### src/rtl/mem_pkg.sv
// Shared encodings and decode helpers for the load/store unit.
package mem_pkg;

    localparam logic [3:0] OP_NONE = 4'd0;
    localparam logic [3:0] OP_LB   = 4'd1;
    localparam logic [3:0] OP_LH   = 4'd2;
    localparam logic [3:0] OP_LW   = 4'd3;
    localparam logic [3:0] OP_LBU  = 4'd4;
    localparam logic [3:0] OP_LHU  = 4'd5;
    localparam logic [3:0] OP_SB   = 4'd6;
    localparam logic [3:0] OP_SH   = 4'd7;
    localparam logic [3:0] OP_SW   = 4'd8;

    typedef enum logic [1:0] {
        IDLE,
        ISSUE,
        WAIT_R,
        DONE
    } lsu_state_e;

    // Unknown encodings are treated like OP_NONE.
    function automatic logic op_is_mem(input logic [3:0] op);
        return (op >= OP_LB) && (op <= OP_SW);
    endfunction

    function automatic logic [2:0] op_size(input logic [3:0] op);
        case (op)
            OP_LB, OP_LBU, OP_SB: return 3'd1;
            OP_LH, OP_LHU, OP_SH: return 3'd2;
            default:              return 3'd4;
        endcase
    endfunction

    function automatic logic op_is_load(input logic [3:0] op);
        return (op >= OP_LB) && (op <= OP_LHU);
    endfunction

    function automatic logic op_is_signed(input logic [3:0] op);
        return (op == OP_LB) || (op == OP_LH) || (op == OP_LW);
    endfunction

    function automatic logic is_misaligned(input logic [3:0] op, input logic [1:0] addr_lo);
        logic [2:0] size;
        size = op_size(op);
        return ((size == 3'd2) && addr_lo[0]) || ((size == 3'd4) && (addr_lo != 2'b00));
    endfunction

endpackage

### src/rtl/lsu_lane_align.sv
// Byte-lane steering between the XLEN data path and the memory port, plus load extension.
module lsu_lane_align #(
    parameter int unsigned XLEN   = 32,
    parameter int unsigned MEM_DW = 8,
    parameter int unsigned OFF_W  = 1,
    parameter int unsigned BEAT_W = 2
) (
    input  logic [2:0]          size_i,
    input  logic                is_signed_i,
    input  logic [OFF_W-1:0]    off_i,
    input  logic [BEAT_W-1:0]   beat_i,
    input  logic [XLEN-1:0]     st_data_i,
    input  logic [MEM_DW-1:0]   rdata_i,
    input  logic [XLEN-1:0]     asm_i,
    output logic [MEM_DW-1:0]   wdata_o,
    output logic [MEM_DW/8-1:0] be_o,
    output logic [MEM_DW-1:0]   rlane_o,
    output logic [XLEN-1:0]     load_res_o
);
    localparam int unsigned BPB = MEM_DW / 8;

    logic [OFF_W+2:0]  bit_off;
    logic [MEM_DW-1:0] st_beat;
    logic [BPB-1:0]    size_mask;

    assign bit_off = {off_i, 3'b000};

    // Narrow ports pick beat k of the store data; wide ports shift it into its lane.
    assign st_beat   = MEM_DW'(st_data_i >> (32'(beat_i) * MEM_DW));
    assign wdata_o   = st_beat << bit_off;
    assign size_mask = BPB'((32'd1 << size_i) - 32'd1);
    assign be_o      = (32'(size_i) >= BPB) ? '1 : (size_mask << off_i);
    assign rlane_o   = rdata_i >> bit_off;

    always_comb begin
        load_res_o = asm_i;
        unique case (size_i)
            3'd1:    load_res_o = {{(XLEN-8){is_signed_i & asm_i[7]}}, asm_i[7:0]};
            3'd2:    load_res_o = {{(XLEN-16){is_signed_i & asm_i[15]}}, asm_i[15:0]};
            default: load_res_o = asm_i;
        endcase
    end

endmodule

### src/rtl/mem_lsu.sv
// MEM stage load/store unit: splits or lane-steers accesses onto a MEM_DW-wide port and
// stalls the pipeline until the access has completed.
module mem_lsu
    import mem_pkg::*;
#(
    parameter int unsigned XLEN   = 32,
    parameter int unsigned MEM_DW = 8,
    parameter int unsigned ADDR_W = 32
) (
    input  logic                clk,
    input  logic                rst,
    input  logic [3:0]          op_i,
    input  logic [ADDR_W-1:0]   addr_i,
    input  logic [XLEN-1:0]     st_data_i,
    input  logic [4:0]          waddr_i,
    input  logic                we_i,
    input  logic [XLEN-1:0]     wdata_i,
    output logic [4:0]          waddr_o,
    output logic                we_o,
    output logic [XLEN-1:0]     wdata_o,
    output logic                stallreq_o,
    output logic                misalign_o,
    output logic                mem_req_o,
    output logic                mem_we_o,
    output logic [ADDR_W-1:0]   mem_addr_o,
    output logic [MEM_DW/8-1:0] mem_be_o,
    output logic [MEM_DW-1:0]   mem_wdata_o,
    input  logic                mem_gnt_i,
    input  logic                mem_rvalid_i,
    input  logic [MEM_DW-1:0]   mem_rdata_i
);
    localparam int unsigned BPB       = MEM_DW / 8;
    localparam int unsigned OFF_W     = (BPB > 1) ? $clog2(BPB) : 1;
    localparam int unsigned MAX_BEATS = XLEN / MEM_DW;
    localparam int unsigned BEAT_W    = (MAX_BEATS > 1) ? $clog2(MAX_BEATS) : 1;

    lsu_state_e        state_q, state_d;
    logic [BEAT_W-1:0] beat_q, beat_d;
    logic [XLEN-1:0]   asm_q, asm_d;

    logic              is_mem, is_load, is_signed, misaligned, aligned_op, last_beat;
    logic [2:0]        size;
    logic [OFF_W-1:0]  off;
    logic [BEAT_W-1:0] last_idx;
    logic [ADDR_W-1:0] beat_addr;
    logic [MEM_DW-1:0] lane_wdata, lane_rdata;
    logic [BPB-1:0]    lane_be;
    logic [XLEN-1:0]   load_res;

    assign is_mem     = op_is_mem(op_i);
    assign is_load    = op_is_load(op_i);
    assign is_signed  = op_is_signed(op_i);
    assign size       = op_size(op_i);
    assign misaligned = is_mem && is_misaligned(op_i, addr_i[1:0]);
    assign aligned_op = is_mem && !misaligned;
    assign off        = (BPB > 1) ? addr_i[OFF_W-1:0] : '0;

    // Only accesses wider than the port need more than one beat.
    assign last_idx  = (32'(size) > BPB) ? BEAT_W'(32'(size) / BPB - 1) : '0;
    assign last_beat = (beat_q == last_idx);
    assign beat_addr = (addr_i & ~ADDR_W'(BPB - 1)) + ADDR_W'(beat_q) * ADDR_W'(BPB);

    lsu_lane_align #(
        .XLEN   (XLEN),
        .MEM_DW (MEM_DW),
        .OFF_W  (OFF_W),
        .BEAT_W (BEAT_W)
    ) u_lane_align (
        .size_i      (size),
        .is_signed_i (is_signed),
        .off_i       (off),
        .beat_i      (beat_q),
        .st_data_i   (st_data_i),
        .rdata_i     (mem_rdata_i),
        .asm_i       (asm_q),
        .wdata_o     (lane_wdata),
        .be_o        (lane_be),
        .rlane_o     (lane_rdata),
        .load_res_o  (load_res)
    );

    always_ff @(posedge clk) begin
        if (rst) begin
            state_q <= IDLE;
            beat_q  <= '0;
            asm_q   <= '0;
        end else begin
            state_q <= state_d;
            beat_q  <= beat_d;
            asm_q   <= asm_d;
        end
    end

    always_comb begin
        state_d = state_q;
        beat_d  = beat_q;
        asm_d   = asm_q;
        unique case (state_q)
            IDLE: begin
                if (aligned_op) begin
                    state_d = ISSUE;
                    beat_d  = '0;
                    asm_d   = '0;
                end
            end
            // rvalid seen here belongs to no outstanding read and is dropped.
            ISSUE: begin
                if (mem_gnt_i) begin
                    if (is_load) begin
                        state_d = WAIT_R;
                    end else if (last_beat) begin
                        state_d = DONE;
                    end else begin
                        beat_d = beat_q + BEAT_W'(1);
                    end
                end
            end
            WAIT_R: begin
                if (mem_rvalid_i) begin
                    for (int b = 0; b < int'(MAX_BEATS); b++) begin
                        if (beat_q == BEAT_W'(b)) begin
                            asm_d[b*MEM_DW +: MEM_DW] = lane_rdata;
                        end
                    end
                    if (last_beat) begin
                        state_d = DONE;
                    end else begin
                        beat_d  = beat_q + BEAT_W'(1);
                        state_d = ISSUE;
                    end
                end
            end
            DONE:    state_d = IDLE;
            default: state_d = IDLE;
        endcase
    end

    always_comb begin
        waddr_o     = '0;
        we_o        = 1'b0;
        wdata_o     = '0;
        stallreq_o  = 1'b0;
        misalign_o  = 1'b0;
        mem_req_o   = 1'b0;
        mem_we_o    = 1'b0;
        mem_addr_o  = '0;
        mem_be_o    = '0;
        mem_wdata_o = '0;
        if (!rst) begin
            waddr_o    = waddr_i;
            misalign_o = misaligned;
            stallreq_o = aligned_op && (state_q != DONE);
            if (!is_mem) begin
                we_o    = we_i;
                wdata_o = wdata_i;
            end else if (!misaligned) begin
                if (!is_load) begin
                    we_o    = we_i;
                    wdata_o = wdata_i;
                end else if (state_q == DONE) begin
                    we_o    = we_i;
                    wdata_o = load_res;
                end
            end
            if (state_q == ISSUE) begin
                mem_req_o   = 1'b1;
                mem_we_o    = !is_load;
                mem_addr_o  = beat_addr;
                mem_be_o    = lane_be;
                mem_wdata_o = is_load ? '0 : lane_wdata;
            end
        end
    end

endmodule

### config.mk
export PLATFORM = sky130hd
export DESIGN_NAME = mem_lsu
export DESIGN_NICKNAME = d
export VERILOG_FILES = /design/src/rtl/mem_pkg.sv /design/src/rtl/lsu_lane_align.sv /design/src/rtl/mem_lsu.sv
export SDC_FILE = /design/constraint.sdc
export NUM_CORES = 1
export LEC_CHECK = 0
export ABC_CLOCK_PERIOD_IN_PS = 4800
export BUFFER_PORTS_ARGS = -buffer_cell sky130_fd_sc_hd__buf_2
export CORE_ASPECT_RATIO = 2
export CORE_UTILIZATION = 40
export DETAILED_ROUTE_END_ITERATION = 12
export GPL_ROUTABILITY_DRIVEN = 0
export PLACE_DENSITY = 0.74
export REMOVE_ABC_BUFFERS = 1
export SYNTH_ARGS = -nofsm -noshare
export SYNTH_HDL_FRONTEND = slang
export SYNTH_SLANG_ARGS = --single-unit
### constraint.sdc
create_clock -name clk -period 4.8 [get_ports clk]
set_input_delay 0.96 -clock clk [delete_from_list [all_inputs] [get_ports clk]]
set_output_delay 0.96 -clock clk [all_outputs]
set_load 0.005 [all_outputs]
Word level (Yosys, flattened, before mapping) --
Index checks and enable logic that the tools add are counted. Widths: inputs -> output; s select.
Word-level totals: input port bits 118, register bits after elaboration 36, logic and storage cells 119
Operators by class: shift operators 2, equal/unequal tests 27, add/sub/neg operators 4, mux-type cells 48, order comparisons 5, bitwise operators 2, reduce and logical (&&, ||, !) cells 25
Operator list (number):
- $mux 32 | 9
- $pmux 32 s2 | 2
- $mux 8 | 7
- $add 32x2->32 | 1
- $shr 32x5->8 | 1
- $mux 2 | 12
- $reduce_and 4->1 | 5
- $ne 2x2->1 const B | 9
- $eq 4x3->1 const B | 4
- $mux 1 | 14
- $eq 2x2->1 const B | 4
- $eq 4x2->1 const B | 2
- $pmux 2 s4 | 1
- $logic_and 1x1->1 | 7
- $pmux 2 s3 | 1
- $pmux 3 s2 | 1
- $reduce_or 3->1 | 2
- $mux 5 | 1
- $reduce_and 5->1 | 1
- $eq 2x1->1 const B | 2
- $eq 4x1->1 const B | 1
- $ge 4x1->1 const B | 1
- $le 4x3->1 const B | 1
- $le 4x4->1 const B | 1
- 17 further kinds | 23

Longest topological paths before layout --
Gate-level depths: netlist (run 1).
word-level depth 11, gate-level depth with buffers 14

Modules after synthesis --
From an unflattened synthesis (run 1), not the netlist that was laid out.
Unflattened totals: cell total of the unflattened synthesis 537, area, all modules 3858.7 um^2
By module, submodules not included:
- mem_lsu | area each 3206.8 um^2, times used 1, cells each 464
- lsu_lane_align | area each 651.9 um^2, times used 1, cells each 73

Least setup slack after synthesis (run 1) --
Ideal clock, no wire load.
path kind input-to-output, start point in op_i[2], end point out wdata_o[21], stages 11, path slack 0.621 ns, arrival 3.219 ns, path buffers 2, required time 3.840 ns, cells stage by stage buf_2 nor3b_1 nor2_1 ha_1 o21a_1 a21oi_1 a311oi_1 a31oi_1 clkbuf_1 nand2_1 a21oi_1
Between the ends: cells in the longest elaborated chain, start to end 10, elaborated cells on any way between the ends 32
Ends and longest elaborated chain:
- from (decl) | RTL line mem_lsu.sv:12 | input logic [3:0] op_i,
- $eq 4x2->1 (tied with other cells) | RTL line mem_pkg.sv:27, mem_pkg.sv:39
- $reduce_or 3->1 or $logic_or 1x1->1 (tied branches) | RTL line mem_pkg.sv:27, mem_pkg.sv:39
- $pmux 3 s2 or $logic_or 1x1->1 (tied branches) | RTL line mem_pkg.sv:27, mem_pkg.sv:39
- $eq 3x2->1 (tied with other cells) | RTL line mem_pkg.sv:45, lsu_lane_align.sv:37
- $pmux 32 s2 or $logic_and 1x1->1 (tied branches) | RTL line lsu_lane_align.sv:37, mem_pkg.sv:45
- $mux 32 or $logic_or 1x1->1 (tied branches) | RTL line mem_lsu.sv:160, mem_pkg.sv:45
- $mux 32 or $logic_and 1x1->1 (tied branches) | RTL line mem_lsu.sv:157, mem_lsu.sv:54
- $mux 32 | RTL line mem_lsu.sv:156 | end else if (!misaligned) begin
- $mux 32 (*) | RTL line mem_lsu.sv:153 | if (!is_mem) begin
- $mux 32 (*) | RTL line mem_lsu.sv:149 | if (!rst) begin
- to (decl) | RTL line mem_lsu.sv:20 | output logic [XLEN-1:0] wdata_o,
Every way passes the cells marked *; elsewhere a longest branch is shown, timed or not.

Worst setup path after layout (run 1) --
start point in op_i[2], end point out wdata_o[30]
The elaborated chain is that of the path after synthesis.

==> metrics.txt, run 1 <==
Starting Density=just over 40%; Final Instance Area=about 4600 um2; Final Cycle Share=about 93%; post-DP HPWL=about 9.4 mm; Num CTS Buffers=5; Mapped Area=around 3400 um2; maximum clock frequency=approximately 220 MHz; Switch Pwr=444 uW; cell count after placement=747; DP Worst Slack=approximately 0.23 ns; Vias/cell=around 5.6; Max Cap Viol=0; worst slew pin tran=0.737 ns; worst hold stages=2; Mean Syn Cell Area=around 7.3 um2; hold_sp=asm_q[26]; Non-Filler Instances=between 700 and 800; Slew headroom=between 50% and 60%; WS Path Type=primary input to output pin; synth-to-layout area growth=35.8%; Fin Hold WS=just under 0.5 ns; Site Rows=47; final setup violation count=0; Post-route DRC=0; Worst Slack Setup Final=between 0.3 and 0.4 ns; worst-case reg-to-reg path depth=7; post-CTS setup buffer count=0; Clock Sinks=36; vias in the first global route=approximately 4,000; RSZ-0062 raised after global routing=false; die height=~130 um; Worst Path Arrival=approximately 3.5 ns; PwrDens=between 200 and 300 nW/um2; maximum buffer depth of the clock tree=2; drt pass-1 iters=4; reg2reg start=beat_q[0]; flops & latches, synth=36; CP required=between 3 and 4 ns; met1 Usage GRT=about a quarter; die footprint=about 8900 um2; remaining global-route overflow=0; I/O pin count=roughly 200; Worst setup SP type=primary input; Flop pwr share=26.8%; sequential area share after synthesis=roughly a fifth; nets=around 790; R2R Setup Slk=about 2.4 ns; post-synthesis async set-or-reset flop share=0%; met2 GRT Util=slightly above 50%; Clk network pwr share=a little under a third; core area=just over 8000 um2; Slew Viols, Final=0; clock network latency to the later pin of the worst-skew pair=0.28 ns; CTS root buf=clkbuf_16; Tot GR Track Use=26.7%; crit path launch=op_i[2]; Synth Warn #=0; predominant post-synthesis flop cell=dfxtp_1; Post-synth EDFFs=0; maximum VDD drop=170 uV; met3 Resource Use GR=between 3 and 4%; sw frac=between 30% and 40%; initial antenna violation count=0; Iter 0 DRT Violations=274; total power=about 1.2 mW; worst flop-to-flop path endpoint=state_q[1]; Fill cells=approximately 800; Worst-path clk slew=around 0.050 ns; Period minus WS final=roughly 4.5 ns; share of cells above drive strength 1=between 30% and 40%; Critical Path Sink Type=output pin; Routed wire per std cell=about 16 um; Hold Path Class=register to register; most crowded layer after global routing=met2; Routed Antenna Nets=0; Worst Skew=0.00357 ns; H-tree levels=2; leak pwr=2.14 nW; # diodes=0; Logic pwr share=between 40% and 50%; CP max FO=16; PortBufs=200; Die W=67.4 um; outcome=complete, no violations; drt total wl=12.0 mm; dpl cell area=4470 um2; Pint=around 750 uW; Core Util, Final=56.0%; Fin Setup TNS=0 ns; CTS tree=yes; largest net degree at the start of global routing=77; via count=4,258; Final Hold Fails=0; synth unique cells=53; Post-Syn Instances=about 470; global-route wire length before repair=about 18 mm; WHS Endpoint=asm_q[26]
==> cell type report <==
type | count | area (um2) | share of cell area (%)
flip-flops and latches | 36 | 721 | 15.5
well taps | 98 | 123 | 2.64
inverters | 11 | 41.3 | 0.889
clock buffers | 6 | 129 | 2.78
multi-input cells | 393 | 2520 | 54.4
repair buffers | 209 | 1070 | 23.0
clock inverters | 2 | 35.0 | 0.755
==> worst max-delay path by stage <==
stage | endpoint | slack [ns] | depth (start not counted)
6_report | wdata_o[30] | 0.32 | 12
3_5_place_dp | wdata_o[22] | 0.23 | 12
5_1_grt | wdata_o[18] | 0.09 | 12
3_3_place_gp | wdata_o[31] | 0.39 | 12
4_1_cts | wdata_o[30] | 0.20 | 12
2_1_floorplan | wdata_o[0] | -0.07 | 9
==> what timing repair did <==
action | in CTS | in global routing
endpoints found under the setup margin | 0 | 16
hold buffers | 0 | 0
gates resized for setup | 0 | 1
==> power by group through the flow <==
stage	combinational, mW	clock [mW]	sequential, mW
floorplan	0.282	0	0.333
global placement	0.489	0	0.325
detailed placement	0.500	0	0.326
CTS	0.503	0.367	0.320
global route	0.561	0.380	0.321
finish	0.508	0.364	0.320
==> per-layer routing <==
| layer | share of wire [%] | vias up |
|---|---|---|
| met4 | 4.9 | 0 |
| li1 | - | 2080 |
| met3 | 6.1 | 33 |
| met1 | 34 | 1930 |
| met2 | 55 | 215 |
| met5 | 0 | - |
==> critical path: stages <==
cell	delay [ns]
buf_2	0.21
nor3b_1	0.38
nor2_1	0.17
ha_1	0.28
o21a_1	0.22
a21oi_2	0.22
nand4_2	0.27
a21oi_2	0.17
buf_4	0.20
o21ai_0	0.13
a21oi_1	0.17
buf_2	0.13
==> placed cells by master, fill, tap and decap left out, types with 11 or more instances in the layout <==
cell type | netlist | routed
dfxtp_1 | 36 | 36
nand3_1 | 12 | 12
nor2_1 | 84 | 84
and3_1 | 13 | 13
xor2_1 | 18 | 18
o21ai_0 | 26 | 26
a21oi_1 | 48 | 47
buf_2 | 8 | 200
a32oi_1 | 32 | 32
nand2_1 | 42 | 42
ha_1 | 14 | 14
inv_1 | 11 | 11
==> cell families (layout without fill, tap and decap cells) <==
logic type / Yosys count / after routing / share of synthesized area [%]
AO/OA/AOI/OAI: 130 / 130 / 24.7
XOR/XNOR: 28 / 28 / 7.39
adder cells (fa/ha/maj): 15 / 15 / 5.71
buffers and inverters: 42 / 228 / 5.34
flip-flops: 36 / 36 / 21.1
multiplexers: 8 / 8 / 5.27
AND/OR/NAND/NOR: 212 / 212 / 30.5
==> synthesized netlist by cell type, types with 9 or more instances <==
| library cell | instances | area [um2] |
|---|---|---|
| nand3_1 | 12 | 60.1 |
| xnor2_1 | 9 | 78.8 |
| o21ai_0 | 26 | 130 |
| xor2_1 | 18 | 158 |
| clkbuf_1 | 18 | 67.6 |
| nand2_1 | 42 | 158 |
| a22oi_1 | 9 | 67.6 |
| a32oi_1 | 32 | 280 |
| and3_1 | 13 | 81.3 |
| a21oi_1 | 48 | 240 |
| inv_1 | 11 | 41.3 |
| nor2_1 | 84 | 315 |
| dfxtp_1 | 36 | 721 |
| ha_1 | 14 | 175 |
==> registers in the layout (all words and copies together) (netlist names) <==
signal	flops
beat_q	2
asm_q	32
state_q	2
(Power assumes the default switching activity.)
==> inputs of run 2 (changes only) <==
Settings changed: ABC_CLOCK_PERIOD_IN_PS 4800 to 4400.
Clock period 4.8 ns to 4.4 ns, I/O delays scaled along.
==> run 2 against run 1 <==
- worst hold slack improved by 0.0070 ns
- clock skew is 0.00071 ns lower
- non-clock buffer count increased by 1
- combinational power grew 10%
- setup slack got worse by 0.10 ns
==> metrics.txt, run 2 (synthesized netlist as in run 1, its figures left out) <==
leak pwr=2.15 nW (was 2.14 nW); Final Cycle Share=95.0%; Largest stage delay, worst path=0.38 ns (about the same); Routed Antenna Nets=0 (unchanged); CP max stage cell=nor4b_2 (was nor3b_1); most crowded layer after global routing=met2 (unchanged); maximum VDD drop=151 uV (was 170 uV); post-CTS setup buffer count=0 (unchanged); core area=8290 um2 (unchanged); outcome=complete, no violations (unchanged); Fill cells=791 (was 796); Switch Pwr=486 uW (was 444 uW); nets=790 (was 789); # diodes=0 (unchanged); Slew headroom=52.0% (was 50.9%); Iter 0 DRT Violations=238 (was 274); die height=133 um (unchanged); area of the multi-input gates=2550 um2 (was 2520 um2); sw frac=38.0% (was 37.2%); Clk network pwr share=28.6% (was 30.6%); hold bufs inserted after CTS=0 (unchanged); H-tree levels=2 (unchanged); Hold Path Class=register to register (unchanged); Worst path most repeated cell=buf_2; global-route wire length before repair=18.7 mm (was 18.4 mm); Top Registers=asm_q (32), beat_q (2), state_q (2) (unchanged); total power=1.28 mW (was 1.19 mW); WS Path Type=primary input to output pin (unchanged); RSZ-0062 raised after global routing=false (unchanged); CP required=3.52 ns (was 3.84 ns); final setup violation count=0 (unchanged); synth-to-layout area growth=36.7% (was 35.8%); Final Hold Fails=0 (unchanged); most frequent cells in the layout=200 x buf_2, 84 x nor2_1, 47 x a21oi_1 (unchanged); clock network latency to the later pin of the worst-skew pair=0.28 ns (about the same); commonest non-fill, non-tap cell in the layout=buf_2 (unchanged); PortBufs=200 (unchanged); CP max FO=16 (unchanged); met1 Usage GRT=24.6% (was 24.7%); Num CTS Buffers=5 (unchanged); Fin Hold WS=0.488 ns (was 0.481 ns); share of cells above drive strength 1=36.8% (was 36.5%); Worst setup SP type=primary input (unchanged); Starting Density=41.2% (unchanged); drt total wl=12.0 mm (about the same); Worst-path clk slew=0.05 ns (about the same); Post-route DRC=0 (unchanged); crit-path cells=buf_2 -> nor4b_2 -> nor2_1 -> ha_1 -> o21a_1 -> a21oi_4 -> nand4_4 -> a21oi_2 -> buf_4 -> o21ai_0 -> a21oi_1 -> buf_2 (was buf_2 -> nor3b_1 -> nor2_1 -> ha_1 -> o21a_1 -> a21oi_2 -> nand4_2 -> a21oi_2 -> buf_4 -> o21ai_0 -> a21oi_1 -> buf_2); largest net degree at the start of global routing=77 (unchanged); vias in the first global route=4,158 (was 4,048); I/O pin count=201 (unchanged); Flop pwr share=27.4% (was 26.8%); register area=721 um2 (unchanged); initial antenna violation count=0 (unchanged); Worst Path Arrival=3.30 ns (was 3.52 ns); Slew Viols, Final=0 (unchanged); Tot GR Track Use=27.1% (was 26.7%); Clock Sinks=36 (unchanged); Pint=791 uW (was 748 uW); remaining global-route overflow=0 (unchanged); Max Cap Viol=0 (unchanged); post-DP HPWL=9.47 mm (was 9.43 mm); worst slew pin tran=0.720 ns (was 0.737 ns); maximum buffer depth of the clock tree=2 (unchanged); Die W=67.4 um (unchanged); CTS tree=yes (unchanged); drt pass-1 iters=5 (was 4); CTS root buf=clkbuf_16 (unchanged); via count=4,350 (was 4,258); met2 GRT Util=52.0% (was 51.4%); Vias/cell=5.76 (was 5.64); Worst Skew=0.00286 ns (was 0.00357 ns); max reg flops=32 (unchanged); met3 Resource Use GR=3.97% (was 3.79%); Fin Setup TNS=0 ns (unchanged); Logic pwr share=44.0% (was 42.6%); Largest Register=asm_q (unchanged); Routed wire per std cell=15.9 um (about the same); die footprint=8940 um2 (unchanged); maximum clock frequency=239 MHz; Critical Path Sink Type=output pin (unchanged); Site Rows=47 (unchanged); PwrDens=273 nW/um2 (was 257 nW/um2); Period minus WS final=roughly 4.2 ns
==> run 2: layout make-up <==
type                       instances  share of cell area (%)
tap                               98                    2.62
multi-input combinational        393                    54.5
inverter                          11                   0.884
clock buffer                       7                    3.27
timing repair buffer             210                    23.3
sequential                        36                    15.4
==> run 2: worst max-delay path, delay by kind of cell <==
kind	cells	cell delay (ns)
compound gates	5	0.87
fa+ha+maj	1	0.29
buf+inv	3	0.50
simple gates	3	0.76
==> run 2: worst paths after layout <==
kind,start,end,slack (ns),cells past startpoint
max,op_i[1],wdata_o[31],0.22,12
min,asm_q[1],asm_q[1],0.49,2
max reg2reg,beat_q[0],state_q[1],1.96,7
min reg2reg,asm_q[1],asm_q[1],0.49,2
==> run 2: metal layers <==
metal	wire length [um]	part of all wire (%)	vias to the layer above
met5	0	0	-
met4	633	5.3	0
met2	6560	55	246
met1	4060	34	1981
li1	-	-	2079
met3	739	6.2	44
==> run 2: power by group through the flow <==
stage	Clock [mW]	Sequential, mW	Combinational [mW]
after floorplan	0	0.363	0.308
after global placement	0	0.355	0.535
after detailed placement	0	0.356	0.548
after CTS	0.367	0.349	0.554
after global routing	0.385	0.350	0.622
final	0.366	0.349	0.561
==> run 2: per-stage QoR <==
step	cell area [um2]	std cells	setup slack, ns	util (%)
6_report	4670	755	0.219	56.3
5_1_grt	4670	755	0.0170	56.3
4_1_cts	4650	755	0.0887	56.1
3_5_place_dp	4490	748	-0.0542	54.2
3_3_place_gp	4490	748	0.151	54.2
2_1_floorplan	3280	440	-0.308	-
==> run 2: what timing repair did <==
item | in CTS | in global routing
hold endpoints to repair | 0 | 0
gates resized for setup | 1 | 3
setup endpoints to repair | 16 | 16
==> inputs of run 3 (changes only) <==
Settings changed: ABC_CLOCK_PERIOD_IN_PS 4400 to 3850, SETUP_SLACK_MARGIN set to 0.4.
Clock period 4.4 ns to 3.85 ns, I/O delays scaled along.
==> run 3 against run 2 <==
- sequential cell count is the same
- cell area is 12% higher
- final cell count up 4.1%
- worst hold slack lost 0.0014 ns
- largest power group unchanged
- combinational power up 27%
- first-iteration DRC count up 29%
- critical path depth is 2 higher
==> metrics.txt, run 3 (synthesized netlist as in run 1, its figures left out) <==
worst slew pin tran=0.780 ns (was 0.720 ns); vias in the first global route=4,142 (was 4,158); CTS root buf=clkbuf_16 (unchanged); Die W=67.4 um (unchanged); maximum buffer depth of the clock tree=2 (unchanged); Final Cycle Share=between 90% and 100%; die footprint=8940 um2 (unchanged); RSZ-0062 raised after global routing=true (was false); Slew headroom=48.0% (was 52.0%); Iter 0 DRT Violations=306 (was 238); maximum clock frequency=about 270 MHz; H-tree levels=2 (unchanged); Pint=954 uW (was 791 uW); PortBufs=200 (unchanged); outcome=complete, no violations (unchanged); Worst setup SP type=primary input (unchanged); hold_sp=asm_q[21] (was asm_q[1]); CP delay by family, top=compound AO/OA/AOI/OAI gates (unchanged); register area=721 um2 (unchanged); worst-case reg-to-reg path depth=7 (unchanged); Switch Pwr=572 uW (was 486 uW); R2R Setup Slk=1.68 ns (was 1.96 ns); maximum VDD drop=203 uV (was 151 uV); CTS tree=yes (unchanged); worst flop-to-flop path endpoint=asm_q[12] (was state_q[1]); drt total wl=12.5 mm (was 12.0 mm); Worst Slack Setup Final=0.145 ns (was 0.219 ns); core area=8290 um2 (unchanged); Worst Path Arrival=2.93 ns (was 3.30 ns); Flop pwr share=26.2% (was 27.4%); Post-route DRC=0 (unchanged); I/O pin count=201 (unchanged); Worst-path clk slew=0.05 ns (about the same); Core Util, Final=62.9% (was 56.3%); WHS Endpoint=asm_q[21] (was asm_q[1]); most frequent cells in the layout=196 x buf_2, 81 x nor2_1, 37 x a21oi_1 (was 200 x buf_2, 84 x nor2_1, 47 x a21oi_1); cell count after placement=758 (was 748); CP max stage cell=nor4b_4 (was nor4b_2); largest net degree at the start of global routing=77 (unchanged); Non-Filler Instances=786 (was 755); Crit path buffers/inverters=5 (was 3); synth-to-layout area growth=52.7% (was 36.7%); Vias/cell=5.69 (was 5.76); Largest stage delay, worst path=0.35 ns (was 0.38 ns); Clock Sinks=36 (unchanged); Site Rows=47 (unchanged); Hold Path Class=register to register (unchanged); Fill cells=726 (was 791); global-route wire length before repair=18.9 mm (was 18.7 mm); crit path launch=op_i[2] (was op_i[1]); drt pass-1 iters=6 (was 5); Starting Density=41.2% (unchanged); Tot GR Track Use=27.5% (was 27.1%); die height=133 um (unchanged); Routed Antenna Nets=0 (unchanged); CP required=3.08 ns (was 3.52 ns); clock network latency to the later pin of the worst-skew pair=0.28 ns (about the same); Logic pwr share=46.8% (was 44.0%); Largest Register=asm_q (unchanged); post-DP HPWL=9.33 mm (was 9.47 mm); final setup violation count=0 (unchanged); via count=4,476 (was 4,350); Worst path most repeated cell=buf_12 (was buf_2); DP Worst Slack=0.101 ns (was -0.0542 ns); Top Registers=asm_q (32), beat_q (2), state_q (2) (unchanged); Clk network pwr share=27.1% (was 28.6%); reg2reg start=state_q[0] (was beat_q[0]); commonest non-fill, non-tap cell in the layout=buf_2 (unchanged); Max Cap Viol=0 (unchanged); remaining global-route overflow=0 (unchanged); max reg flops=32 (unchanged); crit-path cells=buf_12 -> nor4b_4 -> nor2_4 -> ha_4 -> o21a_1 -> a21oi_2 -> a311oi_2 -> a31oi_2 -> buf_4 -> buf_12 -> buf_16 -> nand2_1 -> a21oi_1 -> buf_2 (was buf_2 -> nor4b_2 -> nor2_1 -> ha_1 -> o21a_1 -> a21oi_4 -> nand4_4 -> a21oi_2 -> buf_4 -> o21ai_0 -> a21oi_1 -> buf_2); WS Path Type=primary input to output pin (unchanged); Num CTS Buffers=5 (unchanged); Worst Skew=0.00189 ns (was 0.00286 ns); worst hold stages=2 (unchanged); Period minus WS final=about 3.7 ns; Final Hold Fails=0 (unchanged); dpl cell area=4580 um2 (was 4490 um2); CP max FO=8 (was 16); initial antenna violation count=0 (unchanged); Slew Viols, Final=0 (unchanged); Routed wire per std cell=15.9 um (about the same); area of the multi-input gates=2730 um2 (was 2550 um2); Critical Path Sink Type=output pin (unchanged); nets=821 (was 790); PwrDens=292 nW/um2 (was 273 nW/um2); Final Instance Area=5220 um2 (was 4670 um2); sw frac=37.5% (was 38.0%); share of cells above drive strength 1=44.8% (was 36.8%); # diodes=0 (unchanged); leak pwr=2.39 nW (was 2.15 nW)
==> run 3: cell count changes in the layout (fill, tap and decap cells not counted), sizes merged <==
cell and change:
buf +31
==> run 3: layout make-up <==
| class | instances | share of cell area, % |
|---|---|---|
| well taps | 98 | 2.35 |
| clock buffers | 7 | 2.92 |
| flip-flops and latches | 36 | 13.8 |
| repair buffers | 241 | 27.8 |
| inverters | 11 | 0.791 |
| multi-input cells | 393 | 52.3 |
==> run 3: what timing repair did <==
action                                  4_1_cts  5_1_grt
pin swaps                                    13       15
cloned                                        3        0
endpoints found under the setup margin       39       40
resized for setup                            42       25
endpoints found under the hold margin         0        0
buffers inserted                             14        4
hold buffers                                  0        0
==> run 3: power by group through the flow <==
stage	clock network, mW	registers (mW)	logic [mW]
after floorplan	0	0.415	0.352
after global placement	0	0.405	0.619
after detailed placement	0	0.405	0.638
after CTS	0.418	0.399	0.697
after global routing	0.429	0.401	0.782
final	0.413	0.399	0.714
==> run 3: how the worst max path moves through the flow <==
| stage | endpoint | cells past startpoint |
|---|---|---|
| floorplan | wdata_o[0] | 9 |
| global placement | wdata_o[29] | 12 |
| detailed placement | wdata_o[26] | 12 |
| CTS | wdata_o[29] | 12 |
| global route | wdata_o[27] | 14 |
| finish | wdata_o[27] | 14 |
==> run 3: worst min-delay path: stages (launching register included) <==
cell     delay [ns]
dfxtp_1        0.32
a32oi_1        0.05
nor2_1         0.08
==> run 3: layer usage <==
metal / GRT usage (%) / share of wire [%] / vias to the layer above / routed length, um
met1: 25.4 / 33 / 2062 / 4190
met4: 17.0 / 5.4 / 0 / 676
met5: 0 / 0 / - / 0
li1: - / - / 2141 / -
met3: 3.36 / 6.0 / 47 / 755
met2: 52.6 / 55 / 226 / 6910
==> run 3: per-stage QoR <==
step           hold slack, ns  total power, mW  TNS [ns]
2_1_floorplan           0.449            0.767    -18.27
3_3_place_gp            0.461             1.02         0
3_5_place_dp            0.470             1.04         0
4_1_cts                 0.486             1.51         0
5_1_grt                 0.500             1.61         0
6_report                0.487             1.53         0
